[config.mk]
export PLATFORM = sky130hd
export DESIGN_NAME = parallel_to_serial_tx
export DESIGN_NICKNAME = d
export VERILOG_FILES = /design/src/rtl/parallel_to_serial_tx.sv
export SDC_FILE = /design/constraint.sdc
export NUM_CORES = 1
export LEC_CHECK = 0
export BUFFER_PORTS_ARGS = -buffer_cell sky130_fd_sc_hd__buf_2
export CORE_MARGIN = 1
export CORE_UTILIZATION = 54
export CTS_CLUSTER_DIAMETER = 80
export DETAILED_ROUTE_END_ITERATION = 8
export GPL_TIMING_DRIVEN = 0
export PLACE_DENSITY = 0.76
export SYNTH_ARGS = -nofsm -noshare
export SYNTH_HDL_FRONTEND = slang
export SYNTH_SLANG_ARGS = --single-unit
[constraint.sdc]
create_clock -name clk -period 2.2 [get_ports clk]
set_clock_uncertainty 0.15 [all_clocks]
set_input_delay 0.33 -clock clk [delete_from_list [all_inputs] [get_ports clk]]
set_output_delay 0.33 -clock clk [all_outputs]
set_load 0.02 [all_outputs]
[src/rtl/parallel_to_serial_tx.sv]
// parallel_to_serial_tx
// Accepts one parallel word per valid/ready handshake and shifts it out LSB
// first as a framed word: start bit (0), data bits, optional even parity,
// stop bits (1). The line idles high and every bit lasts CLKS_PER_BIT clocks.
// All outputs come straight from flops, so the line can drive a pin directly.
module parallel_to_serial_tx #(
   parameter int DATA_WIDTH   = 8,
   parameter int CLKS_PER_BIT = 1,
   parameter int PARITY_EN    = 0,
   parameter int STOP_BITS    = 1
) (
   input  logic                  clk,
   input  logic                  reset,
   input  logic [DATA_WIDTH-1:0] inputParallelData,
   input  logic                  inputValid,
   output logic                  inputReady,
   output logic                  outputSerialData,
   output logic                  txBusy,
   output logic                  frameDone
);

   // Baud counter needs at least one bit even when every clock is a new bit.
   localparam int BAUD_W = (CLKS_PER_BIT > 1) ? $clog2(CLKS_PER_BIT) : 1;
   // Bit counter is shared between the data phase and the stop phase.
   localparam int CNT_W  = $clog2(DATA_WIDTH + STOP_BITS + 1);

   localparam logic [BAUD_W-1:0] BAUD_LAST = BAUD_W'(CLKS_PER_BIT - 1);
   localparam logic [CNT_W-1:0]  DATA_LAST = CNT_W'(DATA_WIDTH - 1);
   localparam logic [CNT_W-1:0]  STOP_LAST = CNT_W'(STOP_BITS - 1);

   // With one clock per bit the baud counter never leaves 0.
   localparam logic SINGLE_CLK    = (CLKS_PER_BIT == 1);
   // The stop phase is a single clock long, so frameDone must rise on entry.
   localparam logic DONE_ON_ENTRY = (CLKS_PER_BIT == 1) && (STOP_BITS == 1);

   typedef enum logic [2:0] {
      ST_IDLE   = 3'd0,
      ST_START  = 3'd1,
      ST_DATA   = 3'd2,
      ST_PARITY = 3'd3,
      ST_STOP   = 3'd4
   } state_t;

   state_t                r_state;
   logic [DATA_WIDTH-1:0] r_shift;
   logic                  r_parity;
   logic [CNT_W-1:0]      r_bit_cnt;
   logic [BAUD_W-1:0]     r_baud;
   logic                  r_line;
   logic                  r_ready;
   logic                  r_busy;
   logic                  r_done;

   logic                  w_accept;
   logic                  w_baud_last;
   logic [BAUD_W-1:0]     w_baud_inc;
   logic [CNT_W-1:0]      w_cnt_inc;
   logic [DATA_WIDTH-1:0] w_shift_next;

   assign w_accept     = inputValid && r_ready;
   assign w_baud_last  = (r_baud == BAUD_LAST);
   assign w_baud_inc   = r_baud + 1'b1;
   assign w_cnt_inc    = r_bit_cnt + 1'b1;
   assign w_shift_next = r_shift >> 1;

   // Frame sequencer: state, counters and every registered output.
   always_ff @(posedge clk) begin
      if (reset) begin
         r_state   <= ST_IDLE;
         r_shift   <= '0;
         r_parity  <= 1'b0;
         r_bit_cnt <= '0;
         r_baud    <= '0;
         r_line    <= 1'b1;
         r_ready   <= 1'b1;
         r_busy    <= 1'b0;
         r_done    <= 1'b0;
      end else begin
         // frameDone is a single-clock pulse; only the stop phase raises it.
         r_done <= 1'b0;
         case (r_state)
            ST_IDLE: begin
               r_line <= 1'b1;
               if (w_accept) begin
                  // Capture the word now so later input changes cannot leak in.
                  r_shift   <= inputParallelData;
                  r_parity  <= ^inputParallelData;
                  r_state   <= ST_START;
                  r_line    <= 1'b0;
                  r_ready   <= 1'b0;
                  r_busy    <= 1'b1;
                  r_baud    <= '0;
                  r_bit_cnt <= '0;
               end
            end

            ST_START: begin
               if (w_baud_last) begin
                  r_baud  <= '0;
                  r_state <= ST_DATA;
                  r_line  <= r_shift[0];
               end else begin
                  r_baud <= w_baud_inc;
               end
            end

            ST_DATA: begin
               if (w_baud_last) begin
                  r_baud <= '0;
                  if (r_bit_cnt == DATA_LAST) begin
                     r_bit_cnt <= '0;
                     if (PARITY_EN != 0) begin
                        r_state <= ST_PARITY;
                        r_line  <= r_parity;
                     end else begin
                        r_state <= ST_STOP;
                        r_line  <= 1'b1;
                        r_done  <= DONE_ON_ENTRY;
                     end
                  end else begin
                     r_bit_cnt <= w_cnt_inc;
                     r_shift   <= w_shift_next;
                     r_line    <= w_shift_next[0];
                  end
               end else begin
                  r_baud <= w_baud_inc;
               end
            end

            ST_PARITY: begin
               if (w_baud_last) begin
                  r_baud    <= '0;
                  r_bit_cnt <= '0;
                  r_state   <= ST_STOP;
                  r_line    <= 1'b1;
                  r_done    <= DONE_ON_ENTRY;
               end else begin
                  r_baud <= w_baud_inc;
               end
            end

            ST_STOP: begin
               r_line <= 1'b1;
               if (w_baud_last) begin
                  r_baud <= '0;
                  if (r_bit_cnt == STOP_LAST) begin
                     // Last stop clock ends here; ready is visible next cycle.
                     r_bit_cnt <= '0;
                     r_state   <= ST_IDLE;
                     r_ready   <= 1'b1;
                     r_busy    <= 1'b0;
                  end else begin
                     // Look ahead: flag the clock that will be the final one.
                     r_bit_cnt <= w_cnt_inc;
                     r_done    <= SINGLE_CLK && (w_cnt_inc == STOP_LAST);
                  end
               end else begin
                  r_baud <= w_baud_inc;
                  r_done <= (w_baud_inc == BAUD_LAST) && (r_bit_cnt == STOP_LAST);
               end
            end

            default: begin
               r_state   <= ST_IDLE;
               r_line    <= 1'b1;
               r_ready   <= 1'b1;
               r_busy    <= 1'b0;
               r_baud    <= '0;
               r_bit_cnt <= '0;
            end
         endcase
      end
   end

   assign inputReady       = r_ready;
   assign outputSerialData = r_line;
   assign txBusy           = r_busy;
   assign frameDone        = r_done;

endmodule

==> results.sh <==
export IMPL_status="finished, final reports clean"
export IMPL_clk_latency_ns=0.30
export IMPL_fp_dieArea_um2=2010
export IMPL_postCtsHoldBufs=0
export IMPL_top_layer="met4"
export IMPL_dr_wl_met2_um=967
export IMPL_area_delta_synth_final_pct=12.7
export IMPL_syn_inst=103
export IMPL_cp_slowest_cell="mux2i_2"
export IMPL_synthDistinctLibCells=35
export IMPL_grt_overflow=0
export IMPL_cts_tree="built"
export IMPL_setup_viol=0
export IMPL_path_max_fanout=9
export IMPL_fillers=164
export IMPL_synth_top_area_cell="dfxtp_1"
export IMPL_hold_class="input port to flip-flop"
export IMPL_finalSetupTns_ns=0
export IMPL_portBuffers=13
export IMPL_initial_utilization_pct=57.5
export IMPL_drc=0
export IMPL_worst_slack_ns=0.153
export IMPL_ys_ff_latch=19
export IMPL_placed_cell_area_um2=1090
export IMPL_ant_nets=0
export IMPL_startpoint_type="flip-flop"
export IMPL_clockBufferDepth=2
export IMPL_rsz0062_at_grt="no"
export IMPL_htreeDepth=1
export IMPL_postRouteWirelength_um=1980
export IMPL_place_congestion=0.805
export IMPL_timing_rr_end="r_shift[6]$_SDFFE_PP0P_"
export IMPL_root_buffer="clkbuf_4"
export IMPL_slew_headroom_pct=66.8
export IMPL_diodes=0
export IMPL_hold_end="r_shift[7]$_SDFFE_PP0P_"
export IMPL_syn_area_per_cell_um2=9.63
export IMPL_irDropWorstVdd_v=0.000374
export IMPL_seqCellArea_um2=380
export IMPL_path_delay_family="simple AND/OR/NAND/NOR gates"
export IMPL_fp_row_count=15
export IMPL_wl_per_cell_um=13.7
export IMPL_leakage_nw=0.485
export IMPL_syn_area_um2=992
export IMPL_drive_gt1_share_pct=25.0
export IMPL_maxSlewViolCount=0
export IMPL_worst_hold_slack_ns=0.0837
export IMPL_worst_r2r_path_depth=6
export IMPL_max_freq_ghz=0.489
export IMPL_cp_required_ns=2.24
export IMPL_grt_use_total_pct=21.3
export IMPL_wl_met1_um=934
export IMPL_core_um2=1730
export IMPL_ys_seq_area_share_pct=38.3
export IMPL_r2r_start="r_bit_cnt[0]$_SDFFE_PP0P_"
export IMPL_max_cap_violations=0
export IMPL_crit_type="flip-flop to flip-flop"
export IMPL_hpwl_um=1360
export IMPL_dieHeight_um=44.9
export IMPL_yosysWarnings=0
export IMPL_io_pins=15
export IMPL_period_share_pct=93.0
export IMPL_slowest_delay_ns=0.42
export IMPL_path_buf_inv=1
export IMPL_yosysTopAreaCellShare_pct=38.3
export IMPL_cp_cell_sequence="ha_1 -> and3b_1 -> mux2i_2 -> and2_1 -> buf_2 -> a211oi_1"
export IMPL_utilization_pct=64.8
export IMPL_tightest_slew_ns=0.488
export IMPL_worstSetupEndpointType="flip-flop"
export IMPL_grt_pass1_wl_um=3130
export IMPL_power_density_nw_per_um2=662
export IMPL_drt_iter0_drc=7
export IMPL_grt_pass1_vias=748
export IMPL_cp_arrival_ns=2.09
export IMPL_clk_pin_slew_ns=0.11
export IMPL_ys_top_cells_by_area="dfxtp_1 38%, mux2i_1 10%, a211oi_1 6.1%"
export IMPL_grt_antenna_before_repair=0
export IMPL_multi_input_comb_area_um2=512
export IMPL_final_cell_area_um2=1120
export IMPL_grt_max_degree=11
export IMPL_cts_buffers=3
export IMPL_cts_sinks=19
export IMPL_wl_met3_um=56
export IMPL_die_w_um=44.9
export IMPL_route_vias_total=793
export IMPL_period_needed_ns=2.05
export IMPL_hold_depth=2
export IMPL_syn_nets=117
export IMPL_pre_cts_slack_ns=0.0556
export IMPL_r2r_slack_ns=0.15
export IMPL_hold_viol_final=0
export IMPL_hp_start="inputParallelData[7]"
export IMPL_dr_pass1_iters=5
export IMPL_viasPerCell=5.47
export IMPL_fin_nets=135
## flip-flops by register name (all words and copies together) (netlist names)
| signal | cells |
|---|---|
| outputSerialData | 1 |
| frameDone | 1 |
| r_bit_cnt | 4 |
| r_shift | 8 |
| r_state | 3 |
| txBusy | 1 |
| inputReady | 1 |
## how the worst max path moves through the flow
stage,from,depth (start not counted),end
detailed placement,r_bit_cnt[0]$_SDFFE_PP0P_,6,r_shift[5]$_SDFFE_PP0P_
global placement,r_bit_cnt[0]$_SDFFE_PP0P_,6,r_shift[3]$_SDFFE_PP0P_
CTS,r_bit_cnt[0]$_SDFFE_PP0P_,6,r_shift[6]$_SDFFE_PP0P_
finish,r_bit_cnt[0]$_SDFFE_PP0P_,6,r_shift[6]$_SDFFE_PP0P_
global route,r_bit_cnt[0]$_SDFFE_PP0P_,6,r_shift[2]$_SDFFE_PP0P_
floorplan,r_bit_cnt[0]$_SDFFE_PP0P_,6,r_shift[2]$_SDFFE_PP0P_
## routing by layer
metal | GRT usage (%) | vias to the layer above
met2 | 38.2 | 10
met4 | 7.27 | 0
met5 | 0 | -
li1 | - | 406
met1 | 25.6 | 373
met3 | 3.60 | 4
## synth_stat cells
library cell,n
nor2_1,9
or3_1,2
and2_1,1
mux2_2,1
nand2b_1,1
o2bb2ai_1,1
xnor2_1,2
dfxtp_1,19
or2_1,1
a31oi_1,1
buf_2,2
clkbuf_2,1
o22ai_1,1
o21a_1,1
a21oi_1,10
o21bai_1,1
inv_1,4
nand3_1,2
ha_1,3
a41oi_1,1
or3b_4,1
mux2i_1,10
nand2_1,3
a211o_2,1
buf_6,3
or3b_2,2
dlymetal6s4s_1,1
and3b_1,1
a22oi_1,2
a2bb2oi_1,1
a2111o_1,1
clkbuf_8,2
nor3b_1,1
nor3_1,2
a211oi_1,8
## final cells by class
class / count / share of cell area [%]
multi-input combinational: 71 / 45.7
sequential: 19 / 34.0
buffer: 9 / 7.94
timing repair buffer: 13 / 5.82
tap: 25 / 2.80
clock buffer: 4 / 2.35
inverter: 4 / 1.34
## through the flow
step | total power [W] | instances
floorplan | 0.000522 | 103
global placement | 0.000556 | 141
detailed placement | 0.000564 | 141
CTS | 0.000741 | 145
global route | 0.000776 | 145
finish | 0.000740 | 145
## placed cells by master, fill, tap and decap left out, types with 3 or more instances in the layout
master    netlist  layout
a211oi_1        8       8
a21oi_1        10      10
buf_2           2      15
buf_6           3       3
clkbuf_4        0       3
dfxtp_1        19      19
ha_1            3       3
inv_1           4       4
mux2i_1        10       9
nand2_1         3       3
nor2_1          9       9
## timing repair
action / in CTS / in global routing
buffers inserted: 0 / 0
gates resized for setup: 0 / 1
endpoints found under the setup margin: 0 / 8
## cells by family (layout without fill, tap and decap cells)
kind of cell | Yosys count | count (layout) | share of synthesized area [%]
simple gates | 26 | 26 | 14.3
mux | 11 | 11 | 11.2
xor+xnor | 2 | 2 | 1.77
compound gates | 29 | 29 | 20.2
buf+inv | 13 | 30 | 10.5
flops | 19 | 19 | 38.3
fa+ha+maj | 3 | 3 | 3.78
## power by group
part / total, W / leakage (nW) / internal [W] / switching (W)
clock network: 0.000181 / 0.0150 / 0.0000707 / 0.000111
logic: 0.000166 / 0.314 / 0.0000774 / 0.0000888
registers: 0.000393 / 0.156 / 0.000375 / 0.0000180
(Power assumes the default switching activity.)
